## src/rtl/clkdiv_pkg.sv

```systemverilog
// Shared definitions for the clock-divider control slice: ratio width,
// default ratio, FSM state encoding and the ratio legality rule.
package clkdiv_pkg;

  localparam int RATIO_W = 32;

  // Ratio used out of reset; also usable by the divider itself.
  localparam logic [RATIO_W-1:0] CLKDIV_DEFAULT_RATIO = 32'd2;

  typedef enum logic [2:0] {
    ST_OFF      = 3'd0,
    ST_RUN      = 3'd1,
    ST_WAIT_LOW = 3'd2,
    ST_GATE     = 3'd3,
    ST_LOAD     = 3'd4
  } clkdiv_state_e;

  // 0 and 1 mean pass-through in the divider, so only the upper bound matters.
  function automatic logic ratio_legal(input logic [RATIO_W-1:0] ratio,
                                       input logic [RATIO_W-1:0] max_ratio);
    return (ratio <= max_ratio);
  endfunction

endpackage

```

## src/rtl/clkdiv_ratio_ctrl_settle_cnt.sv

```systemverilog
// Loadable down-counter with a zero flag. Holds at zero once it gets there.
// Used for the settle window and, when enabled, the wait-for-low timeout.
module clkdiv_settle_cnt #(
  parameter int W = 32
) (
  input  logic         i_ref_clk,
  input  logic         i_rst_n,
  input  logic         i_load,
  input  logic [W-1:0] i_load_val,
  input  logic         i_dec,
  output logic         o_done
);

  logic [W-1:0] r_cnt;

  // Load has priority; otherwise count down toward zero and stop there.
  always_ff @(posedge i_ref_clk or negedge i_rst_n) begin
    if (!i_rst_n)                  r_cnt <= '0;
    else if (i_load)               r_cnt <= i_load_val;
    else if (i_dec && r_cnt != '0) r_cnt <= r_cnt - 1'b1;
  end

  assign o_done = (r_cnt == '0);

endmodule

```

## src/rtl/clkdiv_ratio_ctrl.sv

```systemverilog
// Ratio-change controller for the clock divider. Accepts ratio requests on a
// valid/ready handshake, validates them, and sequences each change so the
// divider is only gated while its output is low: wait low, gate, settle,
// load, re-enable.
// Optional: define CLKDIV_CTRL_TIMEOUT_EN to bound the wait-for-low phase;
// on expiry o_timeout pulses and the change proceeds to the gate phase.
module clkdiv_ratio_ctrl
  import clkdiv_pkg::*;
#(
  parameter logic [RATIO_W-1:0] DEFAULT_RATIO  = CLKDIV_DEFAULT_RATIO,
  parameter logic [RATIO_W-1:0] MAX_RATIO      = 32'd1024,
  parameter int                 SETTLE_CYCLES  = 4,
  parameter int                 TIMEOUT_CYCLES = 4096
) (
  input  logic               i_ref_clk,
  input  logic               i_rst_n,
  input  logic               i_enable,
  input  logic               i_req_valid,
  input  logic [RATIO_W-1:0] i_req_ratio,
  output logic               o_req_ready,
  input  logic               i_div_clk,
  output logic               o_clk_en,
  output logic [RATIO_W-1:0] o_div_ratio,
  output logic               o_busy,
  output logic               o_err,
  output logic               o_timeout
);

  if (SETTLE_CYCLES < 1 || TIMEOUT_CYCLES < 1) begin : g_bad_param
    $error("clkdiv_ratio_ctrl: SETTLE_CYCLES and TIMEOUT_CYCLES must be >= 1");
  end

  clkdiv_state_e      r_state;
  logic               r_div_q;
  logic               r_clk_en;
  logic               r_busy;
  logic               r_err;
  logic               r_timeout;
  logic [RATIO_W-1:0] r_div_ratio;
  logic [RATIO_W-1:0] r_pend_ratio;

  logic w_settle_done;
  logic w_to_done;
  logic w_req_legal;

  assign w_req_legal = ratio_legal(i_req_ratio, MAX_RATIO);

  // Feedback synchroniser: every decision below looks at r_div_q only.
  always_ff @(posedge i_ref_clk or negedge i_rst_n) begin
    if (!i_rst_n) r_div_q <= 1'b0;
    else          r_div_q <= i_div_clk;
  end

  // Settle counter reloads every WAIT_LOW cycle so it is primed on GATE entry;
  // loading SETTLE_CYCLES-1 gives exactly SETTLE_CYCLES cycles in GATE.
  clkdiv_settle_cnt #(.W(RATIO_W)) u_settle (
    .i_ref_clk  (i_ref_clk),
    .i_rst_n    (i_rst_n),
    .i_load     (r_state == ST_WAIT_LOW),
    .i_load_val (RATIO_W'(SETTLE_CYCLES - 1)),
    .i_dec      (r_state == ST_GATE),
    .o_done     (w_settle_done)
  );

`ifdef CLKDIV_CTRL_TIMEOUT_EN
  // Timeout counter is held loaded outside WAIT_LOW, so it restarts on entry
  // and expires on the TIMEOUT_CYCLES-th WAIT_LOW cycle.
  clkdiv_settle_cnt #(.W(32)) u_timeout (
    .i_ref_clk  (i_ref_clk),
    .i_rst_n    (i_rst_n),
    .i_load     (r_state != ST_WAIT_LOW),
    .i_load_val (32'(TIMEOUT_CYCLES - 1)),
    .i_dec      (r_state == ST_WAIT_LOW),
    .o_done     (w_to_done)
  );
`else
  assign w_to_done = 1'b0;
`endif

  // Main sequencer; outputs are registered alongside the state they belong to.
  always_ff @(posedge i_ref_clk or negedge i_rst_n) begin
    if (!i_rst_n) begin
      r_state      <= ST_OFF;
      r_clk_en     <= 1'b0;
      r_busy       <= 1'b0;
      r_err        <= 1'b0;
      r_timeout    <= 1'b0;
      r_div_ratio  <= DEFAULT_RATIO;
      r_pend_ratio <= DEFAULT_RATIO;
    end else begin
      r_err     <= 1'b0;
      r_timeout <= 1'b0;
      case (r_state)
        ST_OFF: begin
          // Divider is stopped, so a legal ratio can be applied directly.
          if (i_req_valid) begin
            if (w_req_legal) r_div_ratio <= i_req_ratio;
            else             r_err       <= 1'b1;
          end
          if (i_enable) begin
            r_state  <= ST_RUN;
            r_clk_en <= 1'b1;
          end
        end
        ST_RUN: begin
          // Enable drop wins over a simultaneous request (ready is low then).
          if (!i_enable) begin
            r_state  <= ST_OFF;
            r_clk_en <= 1'b0;
          end else if (i_req_valid) begin
            if (w_req_legal) begin
              r_pend_ratio <= i_req_ratio;
              r_state      <= ST_WAIT_LOW;
              r_busy       <= 1'b1;
            end else begin
              r_err <= 1'b1;
            end
          end
        end
        ST_WAIT_LOW: begin
          if (r_pend_ratio == r_div_ratio) begin
            // Same ratio: nothing to change, skip the gating entirely.
            r_busy   <= 1'b0;
            r_state  <= i_enable ? ST_RUN : ST_OFF;
            r_clk_en <= i_enable;
          end else if (!r_div_q) begin
            r_state  <= ST_GATE;
            r_clk_en <= 1'b0;
          end else if (w_to_done) begin
            r_timeout <= 1'b1;
            r_state   <= ST_GATE;
            r_clk_en  <= 1'b0;
          end
        end
        ST_GATE: begin
          // Ratio is updated on LOAD entry so it is visible during LOAD.
          if (w_settle_done) begin
            r_state     <= ST_LOAD;
            r_div_ratio <= r_pend_ratio;
          end
        end
        ST_LOAD: begin
          r_busy   <= 1'b0;
          r_state  <= i_enable ? ST_RUN : ST_OFF;
          r_clk_en <= i_enable;
        end
        default: begin
          r_state  <= ST_OFF;
          r_clk_en <= 1'b0;
          r_busy   <= 1'b0;
        end
      endcase
    end
  end

  assign o_req_ready = (r_state == ST_OFF) || ((r_state == ST_RUN) && i_enable);
  assign o_clk_en    = r_clk_en;
  assign o_div_ratio = r_div_ratio;
  assign o_busy      = r_busy;
  assign o_err       = r_err;
`ifdef CLKDIV_CTRL_TIMEOUT_EN
  assign o_timeout   = r_timeout;
`else
  assign o_timeout   = 1'b0;
`endif

endmodule

```

## config.mk

```make
export PLATFORM = sky130hd
export DESIGN_NAME = clkdiv_ratio_ctrl
export DESIGN_NICKNAME = d
export VERILOG_FILES = /design/src/rtl/clkdiv_pkg.sv /design/src/rtl/clkdiv_ratio_ctrl_settle_cnt.sv /design/src/rtl/clkdiv_ratio_ctrl.sv
export SDC_FILE = /design/constraint.sdc
export NUM_CORES = 1
export LEC_CHECK = 0
export BUFFER_PORTS_ARGS = -buffer_cell sky130_fd_sc_hd__buf_2
export CORE_MARGIN = 10
export CORE_UTILIZATION = 55
export DETAILED_ROUTE_END_ITERATION = 7
export PLACE_DENSITY_LB_ADDON = 0.15
export SLEW_MARGIN = 20
export SYNTH_ARGS = -nofsm -noshare
export SYNTH_HDL_FRONTEND = slang
export SYNTH_SLANG_ARGS = --single-unit
```

## constraint.sdc

```tcl
create_clock -name i_ref_clk -period 2.77 [get_ports i_ref_clk]
set_input_delay 0.4155 -clock i_ref_clk [delete_from_list [all_inputs] [get_ports i_ref_clk]]
set_output_delay 0.4155 -clock i_ref_clk [all_outputs]
set_load 0.005 [all_outputs]
```

## Yosys cells after proc, flatten, opt, wreduce, memory -nomap -nowiden

Cells that the tools add are included.
W data, S select, Z words.

- Output and inout bits: 37
- Register bits after elaboration: 103
- Word-level logic and storage cells: 72
- Bits of input ports: 37

- Equality and inequality tests: 17
- $lt $le $gt $ge: 1
- Reduce and logical (&&, ||, !) cells: 14
- Muxes and demuxes: 29
- Add/sub/neg operators: 1
- Bitwise operators: 2

Operators with widths:

| kind | count |
|---|---|
| $mux W32 | 5 |
| $pmux W32 S2 | 1 |
| $eq A32 B32 Y1 | 1 |
| $le A32 B11 Y1 const B | 1 |
| $logic_not A32 Y1 | 1 |
| $reduce_bool A32 Y1 | 1 |
| $sub A32 B1 Y32 const B | 1 |
| $mux W3 | 7 |
| $ne A2 B2 Y1 const B | 9 |
| $pmux W3 S5 | 1 |
| $mux W1 | 12 |
| $reduce_and A4 Y1 | 3 |
| $reduce_and A5 Y1 | 2 |
| $ne A3 B3 Y1 const B | 3 |
| $eq A3 B2 Y1 const B | 2 |
| $pmux W1 S5 | 1 |
| $reduce_bool A2 Y1 | 2 |
| $eq A3 B1 Y1 const B | 1 |
| $eq A3 B3 Y1 const B | 1 |
| $logic_not A3 Y1 | 1 |
| $pmux W1 S3 | 1 |
| $logic_and A1 B1 Y1 | 2 |
| $not A1 Y1 | 2 |
| $pmux W1 S2 | 1 |
| 2 further kinds | 2 |

## Logic depth before layout (Yosys ltp)

Gate-level depths: netlist of run 1.

- Depth in word-level cells: 5
- Gate-level depth with buffers: 9

## Modules after synthesis

From an unflattened synthesis of run 1, not the netlist that was laid out.

- Cell total of the unflattened synthesis: 506
- Area, all modules: 5263.8 sq um

By module, submodules not included:

| module | instances | area an instance (sq um) | cells each | sequential area each (sq um) |
|---|---|---|---|---|
| clkdiv_ratio_ctrl | 1 | 3196.8 | 272 | 1779.2 |
| clkdiv_settle_cnt | 1 | 2067.0 | 234 | 800.8 |

## Worst setup path after synthesis of run 1

OpenSTA, ideal clock, no wires.

- Path kind: register to register
- Start: register u_settle.r_cnt[0]
- End: register u_settle.r_cnt[18]
- Stages on the path, launching flop included: 10
- Arrival: 2.339 ns
- Buffers on the path: 1
- Path slack: 0.299 ns
- Period minus slack after synthesis: 2.471 ns
- Path through: dfrtp_1 -> inv_1 -> ha_1 -> or4b_1 -> or4_1 -> o41a_1 -> buf_6 -> nand4b_1 -> xor2_1 -> nor2_1

- Word-level cells in the longest chain between the ends: 3
- Elaborated cells on any way between the ends: 6

Ends and longest elaborated chain:

| item | line | RTL |
|---|---|---|
| start, declared | clkdiv_ratio_ctrl_settle_cnt.sv:14 | `logic [W-1:0] r_cnt;` |
| start signal, assigned | clkdiv_ratio_ctrl_settle_cnt.sv:19 | `else if (i_load) r_cnt <= i_load_val;` |
| start signal, assigned | clkdiv_ratio_ctrl_settle_cnt.sv:20 | `else if (i_dec && r_cnt != '0) r_cnt <= r_cnt - 1'b1;` |
| $sub A32 B1 Y32 or $reduce_bool A32 Y1 (tied branches) | clkdiv_ratio_ctrl_settle_cnt.sv:20 |  |
| $mux W32 or $logic_and A1 B1 Y1 (tied branches) | clkdiv_ratio_ctrl_settle_cnt.sv:20 |  |
| $mux W32 or $reduce_bool A2 Y1 (tied branches) | n/a |  |

Parallel ways exist; a longest one is shown, timed or not. The select of a mux whose other input is x is not followed.
A chain may end at the register's enable or synchronous reset.

## Worst setup path after layout of run 1

- Start: register u_settle.r_cnt[0]
- End: register u_settle.r_cnt[21]

Same word-level chain as after synthesis.

==> metrics.cfg, run 1 <==
[outcome]
status=finished, final reports clean

[synth]
yosysUniqueCellTypes=47
synth_common_cells=dfrtp_1, nor2_1, xor2_1, a21oi_1, mux2i_1
synth_top_area_share_pct=49.9
synthFlopType=dfrtp_1
synth-edff-count=0
synth_area_um2=5070
seq_area_frac_synth_pct=50.9
synthCells=490
syn_avg_cell_area_um2=10.3
yosysTopAreaCell=dfrtp_1
yosys_warnings=0
async_reset_ff_share_pct=100
synth_area_leaders=dfrtp_1, xor2_1, mux2i_1
synth-seq-cells=103
synth.most_common_cell=dfrtp_1
synthesis.nets=529

[clocking]
cts.clk_slew.worst_paths_ps=100
ctsHtreeMaxLevel=3
cts_root_buf=clkbuf_8
tritoncts=yes
cts.path.max_buffers=2
clock_sinks=103
hold_buffers=0
clk_latency_ps=380
numCtsBuffers=9

[setup_path]
critPathCapture=u_settle.r_cnt[21]$_DFFE_PN0P_
critPathMaxFanout=6
path_class=flip-flop to flip-flop
reg2reg_from=u_settle.r_cnt[0]$_DFFE_PN0P_
r2r_slack_ps=130
reg2regPathDepth=8
crit_arrival_ps=2870
crit_path_start_kind=flip-flop
cp_data_required_time_ps=3000
r2r-end=u_settle.r_cnt[21]$_DFFE_PN0P_
crit_start=u_settle.r_cnt[0]$_DFFE_PN0P_
cp-end-kind=flip-flop

[global_route]
grt_max_degree=65
grt_pass1_wl_um=19100
antenna_found_initial=0
grt_usage_pct=17.9
grt_pass1_vias=3811
globalRouteOverflowTotal=0

[routing]
wire_per_inst_um=17.5
drtIter0Drc=227
ant_nets=0
route.detailed.drc=0
firstDrtPassIters=5
wl_um=11700
via_per_inst=5.77
vias=3863

[timing]
rsz0062_at_grt=false
fin_crit_ps=2640
maxSlewHeadroom_pct=40.1
drv_slew=0
tns_ps=0
setup_viol=0
max_clock_freq_mhz=379
hold_viol_final=0
worst_pin_slew_ps=899
min_period_over_period_pct=95.4
skew_ps=13.3

[final_layout]
nNetsFinal=596
drive_above_1_share_pct=21.4
stdcell_area_um2=5790
synthToLayoutAreaGrowth_pct=14.2
regArea_um2=2580
multi_input_comb_area_um2=2380
antenna_cells=0
fillers=733

[run]
drv_cap=0

[placement]
placed_area_um2=5570
place_congestion=0.840
port_buffers=72
dp_hpwl_um=8400

[power_and_ir_drop]
irDropWorstVdd_mv=0.217
power_leakage_uw=0.00332
power.density_nw_per_um2=452

[worst_hold_path]
hp-class=input port to async pin

[floorplanning]
die_w_um=116
die-area_um2=13500
ios=74
num_rows=34
core_region_area_um2=8850
die_h_um=116
start_util_pct=57.3

## routing by layer
layer	wire length, um	GRT usage [%]	vias up	part of all wire, %
li1	-	-	1852	-
met1	5530	25.6	1877	47
met2	5130	25.4	107	44
met3	807	4.55	27	6.9
met4	242	6.76	0	2.1
met5	0	0	-	0
## power breakdown
| part | total [uW] | internal, uW | switching [uW] |
|---|---|---|---|
| Clock | 976 | 428 | 549 |
| Combinational | 127 | 47.9 | 78.7 |
| Sequential | 1510 | 1510 | 5.92 |
## critical path, stage by stage (launching register included)
cell	delay (ps)
dfrtp_1	420
inv_1	110
ha_1	140
or4b_4	470
or4_4	510
o41a_1	490
nand3b_1	150
xor2_1	170
nor2_1	50
## flip-flops by register name, summed over array words and instances, names as in the netlist
signal	count
o_err	1
r_state	3
r_pend_ratio	32
r_div_q	1
o_div_ratio	32
o_busy	1
u_settle.r_cnt	32
o_clk_en	1
## logic make-up (layout without fill, tap and decap cells)
kind of cell	Yosys count	after routing	share of synthesized area (%)
other cells	1	1	0.0740
flops	103	103	50.9
buf+inv	33	104	2.84
xor+xnor	54	54	9.33
compound gates	53	54	6.47
simple gates	200	200	21.0
mux	44	44	8.96
fa+ha+maj	2	2	0.494
## how the worst min path moves through the flow
stage,startpoint,endpoint
global route,i_rst_n,r_pend_ratio[22]$_DFFE_PN0P_
CTS,i_rst_n,o_div_ratio[27]$_DFFE_PN0P_
global placement,i_rst_n,o_div_ratio[27]$_DFFE_PN0P_
floorplan,i_rst_n,o_busy$_DFFE_PN0P_
detailed placement,i_rst_n,o_div_ratio[27]$_DFFE_PN0P_
finish,i_rst_n,r_pend_ratio[22]$_DFFE_PN0P_
## per-stage QoR
| stage | setup WS (ps) | util (%) | hold slack [ps] | instances | power, uW |
|---|---|---|---|---|---|
| detailed placement | 58.8 | 62.9 | 462 | 653 | 1670 |
| global route | 27.5 | 65.4 | 76.2 | 670 | 2710 |
| floorplan | 299 | - | 120 | 490 | 1580 |
| global placement | 134 | 62.9 | 456 | 653 | 1670 |
| CTS | 59.9 | 65.2 | 53.2 | 669 | 2640 |
| finish | 128 | 65.4 | 33.9 | 670 | 2620 |
## area by class of cell
type	instances	share of cell area, %
clock inverter	7	1.34
timing repair buffer	81	8.08
inverter	7	0.454
clock buffer	9	2.14
tap	108	2.33
multi-input combinational	355	41.1
sequential	103	44.6
## layout by cell type (no fill, tap or decap), types with 3 or more instances in the layout
cell / synthesis / final
or4_1: 5 / 4
a21oi_1: 34 / 34
nor4_1: 18 / 18
and2_1: 23 / 23
dfrtp_1: 101 / 101
nand3b_1: 5 / 5
or3_1: 4 / 4
nand3_1: 13 / 12
o31ai_1: 3 / 3
clkbuf_8: 0 / 9
inv_1: 7 / 7
mux2i_1: 33 / 33
nand4_1: 13 / 13
o211ai_1: 3 / 3
nand2_1: 16 / 16
inv_6: 0 / 3
buf_2: 4 / 71
buf_4: 2 / 7
xor2_1: 54 / 54
nand4b_1: 3 / 3
nor3_1: 14 / 14
buf_12: 0 / 3
nor2_1: 75 / 75
mux2_2: 11 / 11
## what timing repair did
item	4_1_cts	5_1_grt
resized for setup	0	2
buffers inserted	0	0
setup endpoints to repair	0	9
Power figures use the tool's default switching activity.
==> run 2: changes to the inputs <==
CORE_MARGIN = not set   (was 10)
==> metrics.cfg, run 2 (synthesis gave the netlist of run 1 again) <==
[power_and_ir_drop]
pwr-share-seq_pct=60.2
p_int_uw=1900
clkPwrFrac_pct=34.7
swShare_pct=24.6
power_leakage_uw=0.00333
combinationalPowerShare_pct=5.1
power_switching_uw=619
power.density_nw_per_um2=434
irDropWorstVdd_mv=0.243

[global_route]
grt_max_degree=65
gr-usage-met3_pct=3.51
globalRouteOverflowTotal=0
grt_busiest_layer=met2
use_met1_pct=35.1
grt_pass1_vias=3739
grt_usage_pct=24.3
met2_usage_pct=38.2
antenna_found_initial=0
grt_pass1_wl_um=18300

[timing]
max_clock_freq_mhz=376
tns_ps=0
rsz0062_at_grt=true
setup_viol=0
finalHoldWorstSlack_ps=163
hold_viol_final=0
maxSlewHeadroom_pct=37.9
skew_ps=11.1
worst_pin_slew_ps=932
min_period_over_period_pct=95.9
fin_crit_ps=2660
drv_slew=0

[setup_path]
crit_arrival_ps=2860
reg2reg_from=u_settle.r_cnt[0]$_DFFE_PN0P_
crit_family=simple AND/OR/NAND/NOR gates
path_cells=inv_2, ha_1, or4b_4, or4_4, o41a_4, nand3b_1, xor2_1, nor2_1
crit_path_top_delay_cell=o41a_4
worstPathBufferInverterCount=1
path_class=flip-flop to flip-flop
crit_path_start_kind=flip-flop
slowest_delay_ps=530
cp_data_required_time_ps=2970
cp-end-kind=flip-flop
r2r_slack_ps=110
critPathMaxFanout=6
r2r-end=u_settle.r_cnt[19]$_DFFE_PN0P_
reg2regPathDepth=8

[placement]
port_buffers=72
placed_area_um2=5570
place_congestion=0.852
place_inst=653
dp_hpwl_um=7800

[routing]
firstDrtPassIters=7
vias=3894
wire_per_inst_um=16.6
ant_nets=0
wl_um=11100
drtIter0Drc=240
route.detailed.drc=7
via_per_inst=5.79

[floorplanning]
core_region_area_um2=8810
die_w_um=98.0
die_h_um=98.0
start_util_pct=57.6
ios=74
num_rows=34
die-area_um2=9610

[clocking]
ctsHtreeMaxLevel=3
numCtsBuffers=9
cts_root_buf=clkbuf_8
cts.path.max_buffers=2
tritoncts=yes
cts.clk_slew.worst_paths_ps=100
clock_sinks=103
clk_latency_ps=360

[outcome]
status=finished, violations left
violations=DRC

[final_layout]
fin_util_pct=65.8
drive_above_1_share_pct=22.2
antenna_cells=0
nNetsFinal=598
synthToLayoutAreaGrowth_pct=14.3
stdcell_area_um2=5800
mostFrequentLayoutCell=dfrtp_1
fillers=743
finalNonFillerCells=672
mostFrequentLayoutCells=dfrtp_1, nor2_1, buf_2

[worst_hold_path]
holdPathStages=1
min_from=i_div_clk
hold_end=r_div_q$_DFF_PN0_
hp-class=input port to flip-flop

[run]
drv_cap=0

run 2: final cells by class:
class                           instances  area, um^2  area share (%)
Multi-Input combinational cell        355        2390            41.2
Tap cell                              108         135            2.33
Sequential cell                       103        2580            44.5
Clock buffer                            9         124            2.14
Inverter                                7        26.3           0.453
Clock inverter                          7        57.6           0.993
Timing Repair Buffer                   83         485            8.37
run 2: per-stage QoR:
stage | worst slack [ps] | power (uW)
after floorplan | 299 | 1580
after global placement | 138 | 1670
after detailed placement | 62.4 | 1670
after CTS | 40.7 | 2530
after global routing | -11.1 | 2610
final | 113 | 2520
run 2: routing by layer:
metal,vias to the layer above,share of wire (%),wire [um]
met1,1920,48,5350
met2,103,46,5140
met3,11,4.8,534
li1,1860,-,-
met5,-,0,0
met4,0,1.0,116
run 2: timing repair:
action,CTS,global route
setup endpoints to repair,0,10
endpoints found under the hold margin,30,0
resized for setup,0,6
hold buffers,1,0
setup buffers,0,1
run 2: how the worst max path moves through the flow:
stage,cells after the start,start,slack (ps),to
6_report,8,u_settle.r_cnt[0]$_DFFE_PN0P_,110,u_settle.r_cnt[19]$_DFFE_PN0P_
5_1_grt,8,u_settle.r_cnt[0]$_DFFE_PN0P_,-10,u_settle.r_cnt[19]$_DFFE_PN0P_
4_1_cts,8,u_settle.r_cnt[0]$_DFFE_PN0P_,40,u_settle.r_cnt[18]$_DFFE_PN0P_
3_5_place_dp,8,u_settle.r_cnt[0]$_DFFE_PN0P_,60,u_settle.r_cnt[18]$_DFFE_PN0P_
3_3_place_gp,8,u_settle.r_cnt[0]$_DFFE_PN0P_,140,u_settle.r_cnt[18]$_DFFE_PN0P_
2_1_floorplan,9,u_settle.r_cnt[0]$_DFFE_PN0P_,300,u_settle.r_cnt[18]$_DFFE_PN0P_
run 2: power groups by stage:
stage / Clock (uW) / Sequential (uW) / Combinational [uW]
final: 872 / 1510 / 129
after global routing: 947 / 1520 / 146
after CTS: 888 / 1510 / 127
after detailed placement: 0 / 1540 / 125
after global placement: 0 / 1540 / 122
after floorplan: 0 / 1540 / 43.7
==> run 3: changes to the inputs <==
GPL_TIMING_DRIVEN = 0   (was not set)
HOLD_SLACK_MARGIN = 0.03   (was not set)
==> metrics.cfg, run 3 (synthesis gave the netlist of run 1 again) <==
[routing]
wire_per_inst_um=17.5
ant_nets=0
vias=3984
firstDrtPassIters=7
via_per_inst=5.75
drtIter0Drc=230
wl_um=12200
route.detailed.drc=14

[final_layout]
mostFrequentLayoutCells=dfrtp_1, nor2_1, buf_2
multi_input_comb_area_um2=2370
fillers=731
synthToLayoutAreaGrowth_pct=15.4
mostFrequentLayoutCell=dfrtp_1
drive_above_1_share_pct=21.6
nNetsFinal=618
stdcell_area_um2=5850
fin_util_pct=66.4
regArea_um2=2580

[setup_path]
crit_family=simple AND/OR/NAND/NOR gates
slowest_delay_ps=510
worstPathBufferInverterCount=2
cp-end-kind=flip-flop
timing.critical_path.mode_cell=nand4_1
crit_path_start_kind=input port
path_class=input port to flip-flop
critPathMaxFanout=10
path_cells=buf_2, nor4_1, nand4_1, a211oi_1, nand4_1, clkbuf_1, mux2_2
crit_arrival_ps=2930
cp_data_required_time_ps=3030
crit_path_top_delay_cell=nor4_1

[global_route]
met2_usage_pct=41.8
globalRouteOverflowTotal=0
grt_pass1_wl_um=20200
grt_busiest_layer=met2
grt_usage_pct=26.8
grt_max_degree=62
gr-usage-met3_pct=6.59
antenna_found_initial=0
use_met1_pct=38.7
grt_pass1_vias=4017

[timing]
fin_crit_ps=2670
max_clock_freq_mhz=374
setup_viol=0
min_period_over_period_pct=96.5
skew_ps=15.1
worst_pin_slew_ps=814
rsz0062_at_grt=false
drv_slew=0
hold_viol_final=0
maxSlewHeadroom_pct=45.7

[floorplanning]
core_region_area_um2=8810
num_rows=34
ios=74
die_h_um=98.0
start_util_pct=57.6
die-area_um2=9610
die_w_um=98.0

[clocking]
tritoncts=yes
cts.clk_slew.worst_paths_ps=100
clk_latency_ps=380
clock_sinks=103
cts.path.max_buffers=2
ctsHtreeMaxLevel=3
numCtsBuffers=9
cts_root_buf=clkbuf_8

[power_and_ir_drop]
irDropWorstVdd_mv=0.340
power.density_nw_per_um2=431
power_leakage_uw=0.00337

[placement]
place_congestion=0.824
dp_hpwl_um=8660
port_buffers=72
placed_area_um2=5600

[outcome]
status=finished, violations left
violations=DRC

[worst_hold_path]
hp-class=input port to flip-flop

[run]
drv_cap=0

## run 3: cell count changes in the layout (fill, tap and decap cells not counted), sizes merged
| cell | change |
|---|---|
| clkinvlp | -1 |
| clkbuf | +20 |
| buf | +1 |
| inv | +1 |
| diode | +1 |
| o41a | -1 |
## run 3: repair_timing
action,4_1_cts,5_1_grt
hold buffers,1,0
cloned,0,0
hold endpoints to repair,42,0
gates resized for setup,4,6
setup endpoints to repair,31,50
pin swaps,0,1
buffers inserted,0,4
## run 3: per-layer routing
layer,up-vias,routed length (um),part of all wire (%)
met3,13,733,6.0
met5,-,0,0
li1,1893,-,-
met2,133,5650,47
met4,0,106,0.87
met1,1945,5660,47
## run 3: cell type report
class,count,area share (%)
clock buffer,9,2.12
tap,108,2.31
multi-input combinational,354,40.5
clock inverter,7,0.898
antenna,1,0.0428
timing repair buffer,78,7.42
inverter,7,0.449
buffer,26,2.16
sequential,103,44.1
## run 3: path summary, 6_finish.rpt
path                       cells after the start                     startpoint                             end  slack, ps
setup / recovery                               7                i_req_ratio[25]     r_pend_ratio[4]$_DFFE_PN0P_        100
hold / removal                                 1                      i_div_clk               r_div_q$_DFF_PN0_        150
setup reg to reg                               9  u_settle.r_cnt[1]$_DFFE_PN0P_  u_settle.r_cnt[18]$_DFFE_PN0P_        100
hold reg to reg                                2     o_div_ratio[1]$_DFFE_PN1P_      o_div_ratio[1]$_DFFE_PN1P_        530
max in group asynchronous                      3                        i_rst_n      o_div_ratio[1]$_DFFE_PN1P_       1560
min in group asynchronous                      2                        i_rst_n    r_pend_ratio[28]$_DFFE_PN0P_        530
## run 3: report_power, final
part           total [uW]  internal [uW]  leakage [uW]  switching (uW)
Combinational         135           52.0       0.00186            83.2
Clock                 875            335     0.0000904             540
Sequential           1510           1510       0.00142            3.21
Total                2520           1890       0.00337             627
## run 3: through the flow
| stage | power, uW | hold slack, ps | setup TNS, ps | setup WS [ps] | std cells |
|---|---|---|---|---|---|
| floorplan | 1580 | 120 | 0 | 299 | 490 |
| global placement | 1660 | 494 | -8380 | -238 | 670 |
| detailed placement | 1670 | 363 | -7890 | -242 | 671 |
| CTS | 2540 | 144 | 0 | 21.5 | 688 |
| global route | 2620 | 139 | 0 | 0.953 | 692 |
| finish | 2520 | 153 | 0 | 96.2 | 693 |
